## config.mk

```make
export PLATFORM = sky130hd
export DESIGN_NAME = unidade_de_controle
export DESIGN_NICKNAME = d
export VERILOG_FILES = /design/src/rtl/unidade_de_controle.sv
export SDC_FILE = /design/constraint.sdc
export NUM_CORES = 1
export LEC_CHECK = 0
export CAP_MARGIN = 5
export CORE_ASPECT_RATIO = 1.25
export CORE_MARGIN = 2
export CORE_UTILIZATION = 40
export DETAILED_ROUTE_END_ITERATION = 10
export HOLD_SLACK_MARGIN = 0.05
export SLEW_MARGIN = 15
export SYNTH_ARGS = -nofsm -noshare
export SYNTH_HDL_FRONTEND = slang
export SYNTH_SLANG_ARGS = --single-unit
```

## constraint.sdc

```tcl
create_clock -name uc_in_clk -period 8.1 [get_ports uc_in_clk]
set_clock_uncertainty 0.1 [all_clocks]
set_input_delay 1.62 -clock uc_in_clk [delete_from_list [all_inputs] [get_ports uc_in_clk]]
set_output_delay 1.62 -clock uc_in_clk [all_outputs]
set_load 0.01 [all_outputs]
```

## src/rtl/unidade_de_controle.sv

```systemverilog
// unidade_de_controle: multi-cycle MIPS control FSM; fetches, decodes into a class,
// sequences execute/memory/writeback and owns the PC.
module unidade_de_controle #(
  parameter logic [31:0] RESET_PC = 32'h0000_0000
) (
  input  logic        uc_in_clk,
  input  logic        uc_in_rst,
  output logic        uc_out_imem_req,
  input  logic        uc_in_imem_ack,
  input  logic [31:0] uc_in_instr,
  output logic [31:0] uc_out_pc,
  input  logic        uc_in_alu_zero,
  output logic        uc_out_dmem_req,
  output logic        uc_out_dmem_we,
  input  logic        uc_in_dmem_ack,
  output logic [2:0]  uc_out_FSM,
  output logic [7:0]  uc_out_FSM2,
  output logic [4:0]  uc_out_rs,
  output logic [4:0]  uc_out_rt,
  output logic [4:0]  uc_out_rd,
  output logic        uc_out_alu_src_imm,
  output logic [1:0]  uc_out_wb_sel,
  output logic        uc_out_halt
);
  typedef enum logic [2:0] {
    S_RESET   = 3'b000,
    S_FETCH   = 3'b001,
    S_DECODE  = 3'b010,
    S_EXECUTE = 3'b011,
    S_MEM     = 3'b100,
    S_WB      = 3'b110,
    S_HALT    = 3'b111
  } state_t;
  state_t      r_state;
  logic [31:0] r_ir;
  logic [31:0] r_pc;
  logic [7:0]  r_class;
  logic [5:0]  w_op;
  logic [5:0]  w_funct;
  logic        w_syscall;
  logic [7:0]  w_class;
  logic        w_taken;
  logic [31:0] w_br_target;
  logic [31:0] w_j_target;
  assign w_op        = r_ir[31:26];
  assign w_funct     = r_ir[5:0];
  assign w_syscall   = (w_op == 6'h00) && (w_funct == 6'h0C);
  assign w_taken     = ((w_op == 6'h04) && uc_in_alu_zero) || ((w_op == 6'h05) && !uc_in_alu_zero);
  assign w_br_target = r_pc + {{14{r_ir[15]}}, r_ir[15:0], 2'b00};
  assign w_j_target  = {r_pc[31:28], r_ir[25:0], 2'b00};
  always_comb begin
    w_class = (w_op == 6'h00) ? (w_syscall ? 8'd0 : 8'd1) :
              (w_op == 6'h08 || w_op == 6'h0A || w_op == 6'h0C || w_op == 6'h0D) ? 8'd2 :
              (w_op == 6'h23) ? 8'd3 :
              (w_op == 6'h2B) ? 8'd4 :
              (w_op == 6'h04 || w_op == 6'h05) ? 8'd5 :
              (w_op == 6'h03) ? 8'd6 :
              (w_op == 6'h02) ? 8'd7 : 8'd0;
  end
  always_ff @(posedge uc_in_clk) begin
    if (uc_in_rst) begin
      r_state <= S_RESET;
      r_ir    <= 32'h0;
      r_pc    <= RESET_PC;
      r_class <= 8'd0;
    end else begin
      case (r_state)
        S_RESET: r_state <= S_FETCH;
        S_FETCH: if (uc_in_imem_ack) begin
          r_ir    <= uc_in_instr;
          r_pc    <= r_pc + 32'd4;
          r_state <= S_DECODE;
        end
        S_DECODE: begin
          r_class <= w_class;
          r_state <= w_syscall ? S_HALT : (w_class == 8'd0) ? S_FETCH : S_EXECUTE;
        end
        S_EXECUTE: begin
          if (r_class == 8'd5 && w_taken) r_pc <= w_br_target;
          if (r_class == 8'd7) r_pc <= w_j_target;
          r_state <= (r_class == 8'd3 || r_class == 8'd4) ? S_MEM :
                     (r_class == 8'd1 || r_class == 8'd2 || r_class == 8'd6) ? S_WB : S_FETCH;
        end
        S_MEM: if (uc_in_dmem_ack) r_state <= (r_class == 8'd3) ? S_WB : S_FETCH;
        S_WB: begin
          // jal keeps PC+4 visible during writeback so the link value can be written
          if (r_class == 8'd6) r_pc <= w_j_target;
          r_state <= S_FETCH;
        end
        S_HALT: r_state <= S_HALT;
        default: r_state <= S_RESET;
      endcase
    end
  end
  assign uc_out_FSM         = r_state;
  assign uc_out_FSM2        = r_class;
  assign uc_out_pc          = r_pc;
  assign uc_out_imem_req    = (r_state == S_FETCH);
  assign uc_out_dmem_req    = (r_state == S_MEM);
  assign uc_out_dmem_we     = (r_state == S_MEM) && (r_class == 8'd4);
  assign uc_out_halt        = (r_state == S_HALT);
  assign uc_out_rs          = r_ir[25:21];
  assign uc_out_rt          = r_ir[20:16];
  assign uc_out_alu_src_imm = (r_class == 8'd2) || (r_class == 8'd3) || (r_class == 8'd4);
  assign uc_out_wb_sel      = (r_class == 8'd3) ? 2'b01 : (r_class == 8'd6) ? 2'b10 : 2'b00;
  always_comb begin
    uc_out_rd = (r_class == 8'd1) ? r_ir[15:11] :
                (r_class == 8'd2 || r_class == 8'd3) ? r_ir[20:16] :
                (r_class == 8'd6) ? 5'd31 : 5'd0;
  end
endmodule

```

==> flow_summary.yaml <==
outcome:
  status: "complete, no violations"
critical_path:
  crit_required_ns: 6.38
  r2r_setup_slack_ns: 4.44
  cp.arrival_ns: 2.30
  startpoint_type: "flop"
  rr_startpoint: "r_ir[15]$_SDFFE_PP0P_"
  critical_path_class: "reg -> out"
  crit_path_max_fanout: 11
  reg2regPathDepth: 10
  end_kind: "output pin"
  r2r-end: "uc_out_pc[27]$_SDFFE_PP0P_"
die:
  io_pins: 102
  die_w_microns: 108
  core.rowCount: 47
  coreArea_sq_um: 13200
  die_y_microns: 134
  dieArea_sq_um: 14400
  start_util_pct: 40.7
synth:
  ys_types: 68
  synthAdderAreaFrac_pct: 7.33
  ys_warn_count: 0
  postSynthCellCount: 757
  synth.area.mux_share_pct: 0.371
  ys.flop_type: "dfxtp_1"
  yosysTopAreaCell: "dfxtp_1"
  synth_top_family_by_area: "compound AO/OA/AOI/OAI gates"
  ys_seq_area_share_pct: 25.2
  synth-xor-area-share_pct: 4.87
  synth_area_per_cell_sq_um: 7.12
  synth-simple-area-share_pct: 25.8
  synth-async-reset-ratio_pct: 0
  synth_compound_area_share_pct: 29.6
  synth_edf_count: 0
  synth_area_leaders: "dfxtp_1 25%, a21oi_1 8.8%, nand2_1 7.8%"
  synth-seq-cells: 68
  synth_area_sq_um: 5390
  synthDominantCellAreaShare_pct: 25.2
timing:
  layout_min_cycle_time_ns: 4.02
  max_clock_freq_mhz: 249
  rsz0062_at_grt: "false"
  worst_pin_slew_ns: 1.04
  drv_slew: 0
  fin_crit_sh_pct: 49.6
  setup_viol: 0
  relSlewSlack_pct: 30.9
  finalHoldViolations: 0
  tns_ns: 0
placement:
  portBuffers: 94
  hpwl_mm: 12.3
  gp_congestion: 0.880
clock_tree:
  cts_buffer_depth: 2
  cts.sinks: 68
  cts_hold_buf: 0
  cts_root_buf: "clkbuf_16"
  htree_levels: 3
  clk_pin_slew_ns: 0.05
  clk_latency_ns: 0.33
  post_cts_resize_count: 0
  cts_setup_buffers: 0
  cts-buffers-inserted: 9
  cts_tree: "yes"
hold_path:
  min_path_type: "reg -> reg"
  min-delay-start: "r_ir[8]$_SDFFE_PP0P_"
  min_path_cells: 2
  worstHoldEndpoint: "r_ir[8]$_SDFFE_PP0P_"
flow_run:
  max_cap_violations: 0
global_route:
  grt_overflow: 0
  antenna_found_initial: 0
  grt_pass1_vias: 5373
  grt_start_max_net_pins: 72
  grt.total_usage_pct: 23.3
  grt_pass1_wl_mm: 26.9
cells_and_area:
  antenna_cells: 0
  nNetsFinal: 886
  drive_above_1_share_pct: 4.50
  area_growth_syn_to_layout_pct: 23.2
power_and_ir_drop:
  power_density_nw_per_um2: 164
  ir_worst_vdd_uv: 124
  finalPower_mw: 1.09
  p_leak_nw: 2.37
route:
  avgViaCountPerCell: 5.81
  final_antenna_net_count: 0
  routed_wl_mm: 16.9
  drtPass1Iterations: 5
  vias: 5775
  avgRoutedWirePerCell_microns: 17.0
  drc_errors: 0
  drt_first_iter_violations: 419
## cells in the final DEF, fill, tap and decap left out, types with 6 or more instances in the layout
cell type	netlist	final
nor2_1	73	73
nor3_1	19	19
clkbuf_16	0	9
nand4_1	8	8
conb_1	1	7
nand3_1	20	20
and3_1	10	10
nand2_1	112	112
ha_1	30	30
clkdlybuf4s50_1	0	93
xor2_1	10	10
or3_1	9	9
a22oi_1	11	11
o21ai_0	43	42
o21bai_1	6	6
buf_4	18	6
a21o_1	8	8
a21oi_1	95	95
o21a_1	10	10
a211oi_1	15	15
inv_1	21	21
dfxtp_1	68	68
o22ai_1	7	7
nand2b_1	9	9
xnor2_1	20	20
a221oi_1	14	14
a31oi_1	11	11
## synthesized netlist by cell type, types with 10 or more instances
library cell  count
a31oi_1          11
o21a_1           10
a221oi_1         14
o21ai_0          43
a211oi_1         15
ha_1             30
and3_1           10
inv_1            21
a21oi_1          95
clkbuf_1         29
nor3_1           19
xnor2_1          20
nand2_1         112
nand3_1          20
dfxtp_1          68
a22oi_1          11
buf_4            18
nor2_1           73
xor2_1           10
## kinds of logic after synthesis
kind of cell | after synthesis
other cells | 1
simple gates | 295
flops | 68
buf+inv | 77
mux | 2
fa+ha+maj | 31
xor+xnor | 30
compound gates | 253
## state kept, by name, indices dropped and copies added, names as in the netlist
signal,count
r_ir,32
uc_out_FSM,3
uc_out_FSM2,3
uc_out_pc,30
## stage by stage
stage	instance area (sq um)	setup slack [ns]	std cells	hold WS (ns)	utilization (%)
floorplan	5410	4.83	763	0.349	-
finish	6640	4.08	994	0.378	50.2
global route	6640	3.92	994	0.408	50.2
detailed placement	6320	4.05	978	0.376	47.8
CTS	6640	4.08	994	0.384	50.2
global placement	6320	4.07	978	0.368	47.8
## where the power goes
part | switching (mW) | leakage [nW] | internal [mW]
combinational | 0.146 | 1.67 | 0.119
clock | 0.153 | 0.149 | 0.269
sequential | 0.0473 | 0.553 | 0.358
total | 0.346 | 2.37 | 0.746
## worst max path at each step
| stage | startpoint | end | slack [ns] | cells after the start |
|---|---|---|---|---|
| floorplan | uc_in_alu_zero | uc_out_pc[30]$_SDFFE_PP0P_ | 4.83 | 7 |
| global placement | uc_in_alu_zero | uc_out_pc[26]$_SDFFE_PP0P_ | 4.07 | 10 |
| detailed placement | uc_in_alu_zero | uc_out_pc[26]$_SDFFE_PP0P_ | 4.05 | 10 |
| CTS | uc_out_FSM2[0]$_SDFFE_PP0N_ | uc_out_rd[2] | 4.08 | 4 |
| global route | uc_out_FSM2[0]$_SDFFE_PP0N_ | uc_out_rd[2] | 3.92 | 4 |
| finish | uc_out_FSM2[0]$_SDFFE_PP0N_ | uc_out_rd[2] | 4.08 | 4 |
## routing by layer
metal / wire length, microns / track usage [%] / part of all wire [%]
met4: 433 / 8.69 / 2.6
met1: 7240 / 29.3 / 43
met5: 0 / 0 / 0
met3: 716 / 2.19 / 4.2
met2: 8500 / 41.0 / 50
## cell type report
type,count,area (sq um)
Clock buffer,10,229
Clock inverter,6,88.8
Fill cell,1328,6590
Inverter,21,78.8
Multi-Input combinational cell,618,3690
Sequential cell,68,1360
Tap cell,171,214
Timing Repair Buffer,100,981
## worst max-delay path, cell delays in order (launching register included)
cell             delay (ns)
dfxtp_1                0.54
nor2b_1                0.36
a22oi_1                0.11
o21ai_0                0.35
clkdlybuf4s50_1        0.61
Power figures use the tool's default switching activity.
